`src/rtl/mc_main_control_pkg.sv`:
```
// Shared encodings for the multi-cycle main control: opcodes, FSM states,
// datapath mux codes and the control bundle driven into the datapath.
package mc_main_control_pkg;

  localparam int unsigned OPC_W   = 6;
  localparam int unsigned STATE_W = 4;

  localparam logic [OPC_W-1:0] OPC_RTYPE = 6'b000000;
  localparam logic [OPC_W-1:0] OPC_LW    = 6'b100011;
  localparam logic [OPC_W-1:0] OPC_SW    = 6'b101011;
  localparam logic [OPC_W-1:0] OPC_BEQ   = 6'b000100;
  localparam logic [OPC_W-1:0] OPC_J     = 6'b000010;
  localparam logic [OPC_W-1:0] OPC_ADDI  = 6'b001000;
  localparam logic [OPC_W-1:0] OPC_ANDI  = 6'b001100;

  typedef enum logic [STATE_W-1:0] {
    ST_RST    = 4'd0,
    ST_FETCH  = 4'd1,
    ST_DECODE = 4'd2,
    ST_MADDR  = 4'd3,
    ST_MREAD  = 4'd4,
    ST_MWRITE = 4'd5,
    ST_MWB    = 4'd6,
    ST_REXEC  = 4'd7,
    ST_RWB    = 4'd8,
    ST_IEXEC  = 4'd9,
    ST_IWB    = 4'd10,
    ST_BRANCH = 4'd11,
    ST_JUMP   = 4'd12
  } state_t;

  // ALUOp codes, shared with the ALU control decoder.
  localparam logic [1:0] ALU_OP_ADD   = 2'b00;
  localparam logic [1:0] ALU_OP_SUB   = 2'b01;
  localparam logic [1:0] ALU_OP_FUNCT = 2'b10;
  localparam logic [1:0] ALU_OP_LOGIC = 2'b11;

  localparam logic [1:0] ALU_B_REG   = 2'b00;
  localparam logic [1:0] ALU_B_FOUR  = 2'b01;
  localparam logic [1:0] ALU_B_IMM   = 2'b10;
  localparam logic [1:0] ALU_B_SHIMM = 2'b11;

  localparam logic [1:0] PC_SRC_ALU    = 2'b00;
  localparam logic [1:0] PC_SRC_ALUOUT = 2'b01;
  localparam logic [1:0] PC_SRC_JUMP   = 2'b10;

  typedef struct packed {
    logic       pc_write;
    logic       pc_write_cond;
    logic       i_or_d;
    logic       mem_read;
    logic       mem_write;
    logic       ir_write;
    logic       mem_to_reg;
    logic       reg_dst;
    logic       reg_write;
    logic       alu_src_a;
    logic [1:0] alu_src_b;
    logic [1:0] alu_op;
    logic [1:0] pc_source;
    logic       illegal_op;
  } ctrl_t;

  function automatic logic opc_is_legal(input logic [OPC_W-1:0] opc);
    return (opc == OPC_RTYPE) || (opc == OPC_LW)   || (opc == OPC_SW)   ||
           (opc == OPC_BEQ)   || (opc == OPC_J)    || (opc == OPC_ADDI) ||
           (opc == OPC_ANDI);
  endfunction

endpackage

```
`src/rtl/mc_ctrl_decode.sv`:
```
// Combinational Moore decode of the control FSM state into the datapath
// control bundle; only FETCH's IR/PC write looks at mem_ready.
module mc_ctrl_decode
  import mc_main_control_pkg::*;
(
  input  state_t           state,
  input  logic [OPC_W-1:0] opcode_q,
  input  logic             mem_ready,
  input  logic             illegal,
  output ctrl_t            ctrl
);

  always_comb begin
    ctrl = '0;
    unique case (state)
      ST_FETCH: begin
        ctrl.mem_read  = 1'b1;
        ctrl.i_or_d    = 1'b0;
        ctrl.alu_src_a = 1'b0;
        ctrl.alu_src_b = ALU_B_FOUR;
        ctrl.alu_op    = ALU_OP_ADD;
        ctrl.pc_source = PC_SRC_ALU;
        ctrl.ir_write  = mem_ready;
        ctrl.pc_write  = mem_ready;
      end
      ST_DECODE: begin
        // Branch target precompute; unknown opcodes flag here only.
        ctrl.alu_src_a  = 1'b0;
        ctrl.alu_src_b  = ALU_B_SHIMM;
        ctrl.alu_op     = ALU_OP_ADD;
        ctrl.illegal_op = illegal;
      end
      ST_MADDR: begin
        ctrl.alu_src_a = 1'b1;
        ctrl.alu_src_b = ALU_B_IMM;
        ctrl.alu_op    = ALU_OP_ADD;
      end
      ST_MREAD: begin
        ctrl.mem_read = 1'b1;
        ctrl.i_or_d   = 1'b1;
      end
      ST_MWRITE: begin
        ctrl.mem_write = 1'b1;
        ctrl.i_or_d    = 1'b1;
      end
      ST_MWB: begin
        ctrl.reg_write  = 1'b1;
        ctrl.mem_to_reg = 1'b1;
        ctrl.reg_dst    = 1'b0;
      end
      ST_REXEC: begin
        ctrl.alu_src_a = 1'b1;
        ctrl.alu_src_b = ALU_B_REG;
        ctrl.alu_op    = ALU_OP_FUNCT;
      end
      ST_RWB: begin
        ctrl.reg_write  = 1'b1;
        ctrl.reg_dst    = 1'b1;
        ctrl.mem_to_reg = 1'b0;
      end
      ST_IEXEC: begin
        ctrl.alu_src_a = 1'b1;
        ctrl.alu_src_b = ALU_B_IMM;
        ctrl.alu_op    = (opcode_q == OPC_ANDI) ? ALU_OP_LOGIC : ALU_OP_ADD;
      end
      ST_IWB: begin
        ctrl.reg_write  = 1'b1;
        ctrl.reg_dst    = 1'b0;
        ctrl.mem_to_reg = 1'b0;
      end
      ST_BRANCH: begin
        ctrl.alu_src_a     = 1'b1;
        ctrl.alu_src_b     = ALU_B_REG;
        ctrl.alu_op        = ALU_OP_SUB;
        ctrl.pc_write_cond = 1'b1;
        ctrl.pc_source     = PC_SRC_ALUOUT;
      end
      ST_JUMP: begin
        ctrl.pc_write  = 1'b1;
        ctrl.pc_source = PC_SRC_JUMP;
      end
      default: ctrl = '0;
    endcase
  end

endmodule

```
`src/rtl/mc_main_control.sv`:
```
// Multi-cycle MIPS-subset main control: state register, next-state logic and
// opcode latch; output decode lives in mc_ctrl_decode.
module mc_main_control
  import mc_main_control_pkg::*;
(
  input  logic               clk,
  input  logic               rst_n,
  input  logic [OPC_W-1:0]   opcode,
  input  logic               mem_ready,
  output logic               pc_write,
  output logic               pc_write_cond,
  output logic               i_or_d,
  output logic               mem_read,
  output logic               mem_write,
  output logic               ir_write,
  output logic               mem_to_reg,
  output logic               reg_dst,
  output logic               reg_write,
  output logic               alu_src_a,
  output logic [1:0]         alu_src_b,
  output logic [1:0]         alu_op,
  output logic [1:0]         pc_source,
  output logic               illegal_op,
  output logic [STATE_W-1:0] state_dbg
);

  state_t           state;
  state_t           state_next;
  logic [OPC_W-1:0] opcode_q;
  logic             illegal;
  ctrl_t            ctrl;

  always_ff @(posedge clk or negedge rst_n) begin
    if (!rst_n) state <= ST_RST;
    else        state <= state_next;
  end

  // Opcode is only trusted while in DECODE; later states use this copy.
  always_ff @(posedge clk or negedge rst_n) begin
    if (!rst_n)                  opcode_q <= '0;
    else if (state == ST_DECODE) opcode_q <= opcode;
  end

  assign illegal = !opc_is_legal(opcode);

  always_comb begin
    state_next = ST_FETCH;
    unique case (state)
      ST_RST:    state_next = ST_FETCH;
      ST_FETCH:  state_next = mem_ready ? ST_DECODE : ST_FETCH;
      ST_DECODE: begin
        if      (opcode == OPC_LW || opcode == OPC_SW)     state_next = ST_MADDR;
        else if (opcode == OPC_RTYPE)                      state_next = ST_REXEC;
        else if (opcode == OPC_BEQ)                        state_next = ST_BRANCH;
        else if (opcode == OPC_J)                          state_next = ST_JUMP;
        else if (opcode == OPC_ADDI || opcode == OPC_ANDI) state_next = ST_IEXEC;
        else                                               state_next = ST_FETCH;
      end
      ST_MADDR:  state_next = (opcode_q == OPC_LW) ? ST_MREAD : ST_MWRITE;
      ST_MREAD:  state_next = mem_ready ? ST_MWB : ST_MREAD;
      ST_MWRITE: state_next = mem_ready ? ST_FETCH : ST_MWRITE;
      ST_MWB:    state_next = ST_FETCH;
      ST_REXEC:  state_next = ST_RWB;
      ST_RWB:    state_next = ST_FETCH;
      ST_IEXEC:  state_next = ST_IWB;
      ST_IWB:    state_next = ST_FETCH;
      ST_BRANCH: state_next = ST_FETCH;
      ST_JUMP:   state_next = ST_FETCH;
      default:   state_next = ST_FETCH;
    endcase
  end

  mc_ctrl_decode u_decode (
    .state     (state),
    .opcode_q  (opcode_q),
    .mem_ready (mem_ready),
    .illegal   (illegal),
    .ctrl      (ctrl)
  );

  assign pc_write      = ctrl.pc_write;
  assign pc_write_cond = ctrl.pc_write_cond;
  assign i_or_d        = ctrl.i_or_d;
  assign mem_read      = ctrl.mem_read;
  assign mem_write     = ctrl.mem_write;
  assign ir_write      = ctrl.ir_write;
  assign mem_to_reg    = ctrl.mem_to_reg;
  assign reg_dst       = ctrl.reg_dst;
  assign reg_write     = ctrl.reg_write;
  assign alu_src_a     = ctrl.alu_src_a;
  assign alu_src_b     = ctrl.alu_src_b;
  assign alu_op        = ctrl.alu_op;
  assign pc_source     = ctrl.pc_source;
  assign illegal_op    = ctrl.illegal_op;
  assign state_dbg     = STATE_W'(state);

endmodule

```
`config.mk`:
```
export PLATFORM = sky130hd
export DESIGN_NAME = mc_main_control
export DESIGN_NICKNAME = d
export VERILOG_FILES = /design/src/rtl/mc_main_control_pkg.sv /design/src/rtl/mc_ctrl_decode.sv /design/src/rtl/mc_main_control.sv
export SDC_FILE = /design/constraint.sdc
export NUM_CORES = 1
export LEC_CHECK = 0
export ABC_CLOCK_PERIOD_IN_PS = 2200
export BUFFER_PORTS_ARGS = -buffer_cell sky130_fd_sc_hd__buf_2
export CAP_MARGIN = 20
export CORE_MARGIN = 2
export CORE_UTILIZATION = 50
export DETAILED_ROUTE_END_ITERATION = 8
export PLACE_DENSITY = 0.79
export SETUP_SLACK_MARGIN = 0.1
export SYNTH_ARGS = -nofsm -noshare
export SYNTH_HDL_FRONTEND = slang
export SYNTH_SLANG_ARGS = --single-unit
```
`constraint.sdc`:
```
create_clock -name clk -period 2.2 [get_ports clk]
set_input_delay 0.44 -clock clk [delete_from_list [all_inputs] [get_ports clk]]
set_output_delay 0.44 -clock clk [all_outputs]
set_load 0.02 [all_outputs]
```
# Word-level counts from Yosys, hierarchy flattened
# Index checks and enable logic that the tools add are counted.
# word_totals
rom_bits	0
ramBits	0
ff_bits	10
word_cells	55
latch_bits	0
output_inout_bits	21
n_memories	0
in_bits	9
# op_classes
magnitude_cmp	0
shifts	0
n_bitwise	0
n_addsub	0
reduce_logical	12
n_mux	21
div	0
eq_ne	20
n_mul	0
# ops
cell	count
$pmux 5 s6	1
$pmux 4 s7	1
$eq 4x4->1 const B	5
$mux 4	5
$eq 6x4->1 const B	3
$eq 6x6->1 const B	3
$eq 4x3->1 const B	4
$pmux 3 s3	1
$eq 4x2->1 const B	2
$logic_or 1x1->1	8
$mux 1	7
$eq 6x2->1 const B	1
$eq 6x3->1 const B	1
$logic_not 6->1	1
$mux 2	3
$eq 4x1->1 const B	1
$pmux 2 s2	1
$reduce_or 2->1	2
$mux 3	1
$pmux 1 s2	1
$logic_not 1->1	1

# Longest topological paths before layout
# logic_depth
word_depth	9
ltp_mapped	5
depth_no_buf	3

# Modules after synthesis
# Synthesis repeated with hierarchy kept, for this count alone.
# hier_totals
hier_cells	87
hier_area_um2	839.6
# by_module_without_submodules
module	cells_each	seq_area_each_um2	area_each_um2	n_inst
mc_main_control	52	250.2	573.0	1
mc_ctrl_decode	35	0.0	266.5	1

# Worst setup path after synthesis
# No wires, ideal clock.
# synth_timing
path_type	register to output
start	register state[3], in the netlist state_dbg[3]
end	output port alu_op[1]
path_slack_ns	0.219
t_required_ns	1.760
path_buffers	1
arrival_ns	1.541
path_stages_with_launch	5
cell_sequence	dfrtp_1 > buf_2 > nor3b_1 > nand4_1 > a21boi_0
# synth_via
elab_chain_len	2
elab_cells_between_ends	7
classes_between	eq/ne (6); mux (1)
# synth_lines
item	line_no	text
from (decl)	mc_main_control.sv:27	state_t state;
from (signal assigned)	mc_main_control.sv:35	else state <= state_next;
$eq 4x4->1 (tied with other cells)	mc_ctrl_decode.sv:15	unique case (state)
$pmux 5 s6 (*)	mc_ctrl_decode.sv:15	
to (decl)	mc_main_control.sv:21	output logic [1:0] alu_op,
# Mark *: on every way between the ends. The rest lies on a longest branch, timed or not.

# Worst setup path in the final report
# layout_timing
start	register state[3], in the netlist state_dbg[3]
end	output port pc_write
# layout_via
elab_chain_len	2
elab_cells_between_ends	3
classes_between	eq/ne (2); mux (1)
# layout_lines
item	line_no	text
$eq 4x4->1 / $eq 4x1->1 (equally long branches)	mc_ctrl_decode.sv:15	
$pmux 1 s2 (*)	mc_ctrl_decode.sv:15	
to (decl)	mc_main_control.sv:10	output logic pc_write,
# Marked as above.

==> metrics.cfg <==
[placed_design]
gp_congestion = 0.7634
placedCellCount = 129
detailed_place_hpwl_um = 1331
numPortBuffers = 29

[routing]
routed_length_per_placed_instance_um = 13.26
vias = 785
drt_iter0_markers = 9
final_antenna_net_count = 0
routed_via_density = 5.902
dr_pass1_iterations = 4
wl_um = 1764
drt_drc_violations_left = 0

[timing]
hold_ws_ps = 22.65
slew_viol_final = 0
final_critical_path_share_of_the_clock_period_pct = 91.46
final.min_clock_period_ps = 2012
hold_viol = 0
measured_slew_at_the_worst_slew_check_pin_ps = 320.3
finalSetupViolCount = 0
skew_ps = 1.152
max_freq_mhz = 497.0
finalSetupTns_ps = 0
grt_setup_unrepaired = false
slew_headroom_pct = 78.35

[global_route]
grt.busiest_layer = met2
maximum_number_of_pins_on_one_net_before_global_route_repair = 21
met3_usage_pct = 3.750
global_route_wire_length_before_repair_um = 2877
grt_pass1_vias = 672
track_usage_pct = 19.66
globalRouteMet1Util_pct = 25.71
use_met2_pct = 33.82
global_route.overflow_total = 0
number_of_antenna_violations_at_the_first_check_in_global_routing = 0

[logic_synthesis]
synth-adder-area-share_pct = 0
synth-simple-area-share_pct = 34.75
synth.top_cell.area_share_pct = 31.45
synth.ff_latch_count = 10
yosys.cell_types.count = 37
synth-edff-count = 0
synth.cell_area_um2 = 795.8
synthFlopType = sky130_fd_sc_hd__dfrtp_1
post_synthesis_mux_area_share_pct = 8.491
avg_synthesized_cell_area_um2 = 8.941
synthesis.yosys.warnings = 0
ys_top_cells_by_area = sky130_fd_sc_hd__dfrtp_1 31%, sky130_fd_sc_hd__mux2_2 8.5%, sky130_fd_sc_hd__nand2b_1 4.7%
proportion_of_register_bits_with_asynchronous_set_or_reset_after_synthesis_pct = 100.0
synth.most_common_cell = sky130_fd_sc_hd__dfrtp_1
ys_top_cells_by_count = 10 x sky130_fd_sc_hd__dfrtp_1, 7 x sky130_fd_sc_hd__nor2_1, 6 x sky130_fd_sc_hd__a21oi_1, 6 x sky130_fd_sc_hd__mux2_2, 6 x sky130_fd_sc_hd__nand2b_1
synth_top_family_by_area = simple AND/OR/NAND/NOR gates
synthesized_netlist_net_count = 98
fraction_of_the_mapped_netlist_area_in_compound_gates_pct = 18.40
post_synth_inst_count = 89
post_synth_xor_area_fraction_pct = 1.101
sequential_cell_area_fraction_in_the_yosys_report_pct = 31.45
netlist.top_cell.by_area = sky130_fd_sc_hd__dfrtp_1

[finish]
area_delta_synth_final_pct = 22.96
layout-drive-gt1-share_pct = 43.59
final_non_filler_cells = 133
final_nets = 127
antenna-diode-count = 0

[worst_setup_path]
worst-path-max-fanout = 16
cp.arrival_ps = 1570
worst-setup-path-type = reg2out
crit_path_end_kind = output port
required_ps = 1760
timing.critical_path.from_type = register

[run_status]
status = finished, final reports clean

[run]
max_cap_violations = 0

[floorplan]
die_height_um = 43.90
row_count = 14
die_area_um2 = 1927
initial_utilization_pct = 52.82
core_um2 = 1506
io-pin-count = 30
fp.dieW_um = 43.90

[power]
vdd_drop_max_v = 0.0007676
cellPowerDensity_nw_per_um2 = 1407
static_power_due_to_leakage_nw = 0.4554

[clocking]
tritoncts = done
hold_buffers = 0
clock_sink_total = 10
clk_transition_reported_paths_ps = 70
clock_insertion_delay_at_the_later_pin_of_the_skew_report_ps = 260
cts_max_level = 1
cts_root_buffer = sky130_fd_sc_hd__clkbuf_4
tritoncts.num_buffers = 3
ctsLongestPathBuffers = 2

[hold_path]
timing.hold.worst.class = in2async

-- worst max-delay path, cell delays in order, from the launching register on --
cell                      delay (ps)
sky130_fd_sc_hd__dfrtp_2         510
sky130_fd_sc_hd__or2_2           370
sky130_fd_sc_hd__o22a_1          180
sky130_fd_sc_hd__nor2_1           80
sky130_fd_sc_hd__buf_2           170
-- power breakdown --
part           switching [mW]  internal [mW]  leakage (nW)
clock network          0.0681          0.100        0.0210
logic                   0.418          0.349         0.317
registers               0.165          0.276         0.118
-- stage by stage --
stage | utilization [%] | power (mW) | setup slack (ps) | instance area [um2]
after floorplan | - | 1.000 | 218.9 | 795.8
after detailed placement | 62.21 | 1.208 | 404.8 | 937.1
final | 64.95 | 1.377 | 187.9 | 978.4
after global placement | 62.21 | 1.194 | 429.7 | 937.1
after global routing | 64.95 | 1.488 | 101.4 | 978.4
after CTS | 64.70 | 1.381 | 113.7 | 974.7
-- kinds of logic (layout without fill, tap and decap cells) --
group	after synthesis	count (layout)
flops	10	10
xor+xnor	1	1
mux	6	6
compound gates	22	22
buf+inv	9	37
simple gates	41	41
-- state kept, by name, indices dropped and copies added (netlist names) --
signal,flops
state_dbg,4
opcode_q,6
-- metal layers --
| layer | up-vias | routed length [um] |
|---|---|---|
| li1 | 389 | - |
| met1 | 371 | 803 |
| met2 | 23 | 858 |
| met3 | 2 | 85 |
| met4 | 0 | 17 |
| met5 | - | 0 |
-- area by class of cell --
type                       instances  area, um2
timing repair buffer              31      160.2
fill                             125      528.0
tap                               16      20.02
multi-input combinational         70      499.2
sequential                        10      255.2
clock buffer                       4      36.28
inverter                           2      7.507
-- final timing paths --
path,start,to,slack [ps],cells past startpoint
setup / recovery,state_dbg[3],pc_write,190,4
hold / removal,rst_n,opcode_q[0],20,1
setup reg to reg,state_dbg[3],opcode_q[4],680,3
hold reg to reg,opcode_q[3],opcode_q[3],540,1
max in group asynchronous,rst_n,state_dbg[2],1970,1
min in group clk,opcode[5],opcode_q[5],470,2
-- layout by cell type, fill, tap and decap left out, types with 2 or more instances in the layout --
cell	synthesis	final
sky130_fd_sc_hd__buf_2	4	29
sky130_fd_sc_hd__nor2_1	7	7
sky130_fd_sc_hd__nand2b_1	6	6
sky130_fd_sc_hd__a21oi_1	6	6
sky130_fd_sc_hd__mux2_2	6	6
sky130_fd_sc_hd__dfrtp_1	10	6
sky130_fd_sc_hd__nand2_1	5	5
sky130_fd_sc_hd__nor3_1	5	5
sky130_fd_sc_hd__dfrtp_2	0	4
sky130_fd_sc_hd__and4b_1	3	3
sky130_fd_sc_hd__nor3b_1	3	3
sky130_fd_sc_hd__o22ai_1	3	3
sky130_fd_sc_hd__clkbuf_4	0	3
sky130_fd_sc_hd__inv_1	2	2
sky130_fd_sc_hd__nand3b_1	2	2
sky130_fd_sc_hd__o21ai_1	2	2
sky130_fd_sc_hd__a21boi_0	2	2
sky130_fd_sc_hd__buf_4	2	2
-- repair_timing --
action / in CTS / in global routing
gates cloned: 0 / 0
setup endpoints to repair: 1 / 6
gates resized for setup: 1 / 3
setup buffers: 0 / 0
(Power assumes the default switching activity.)
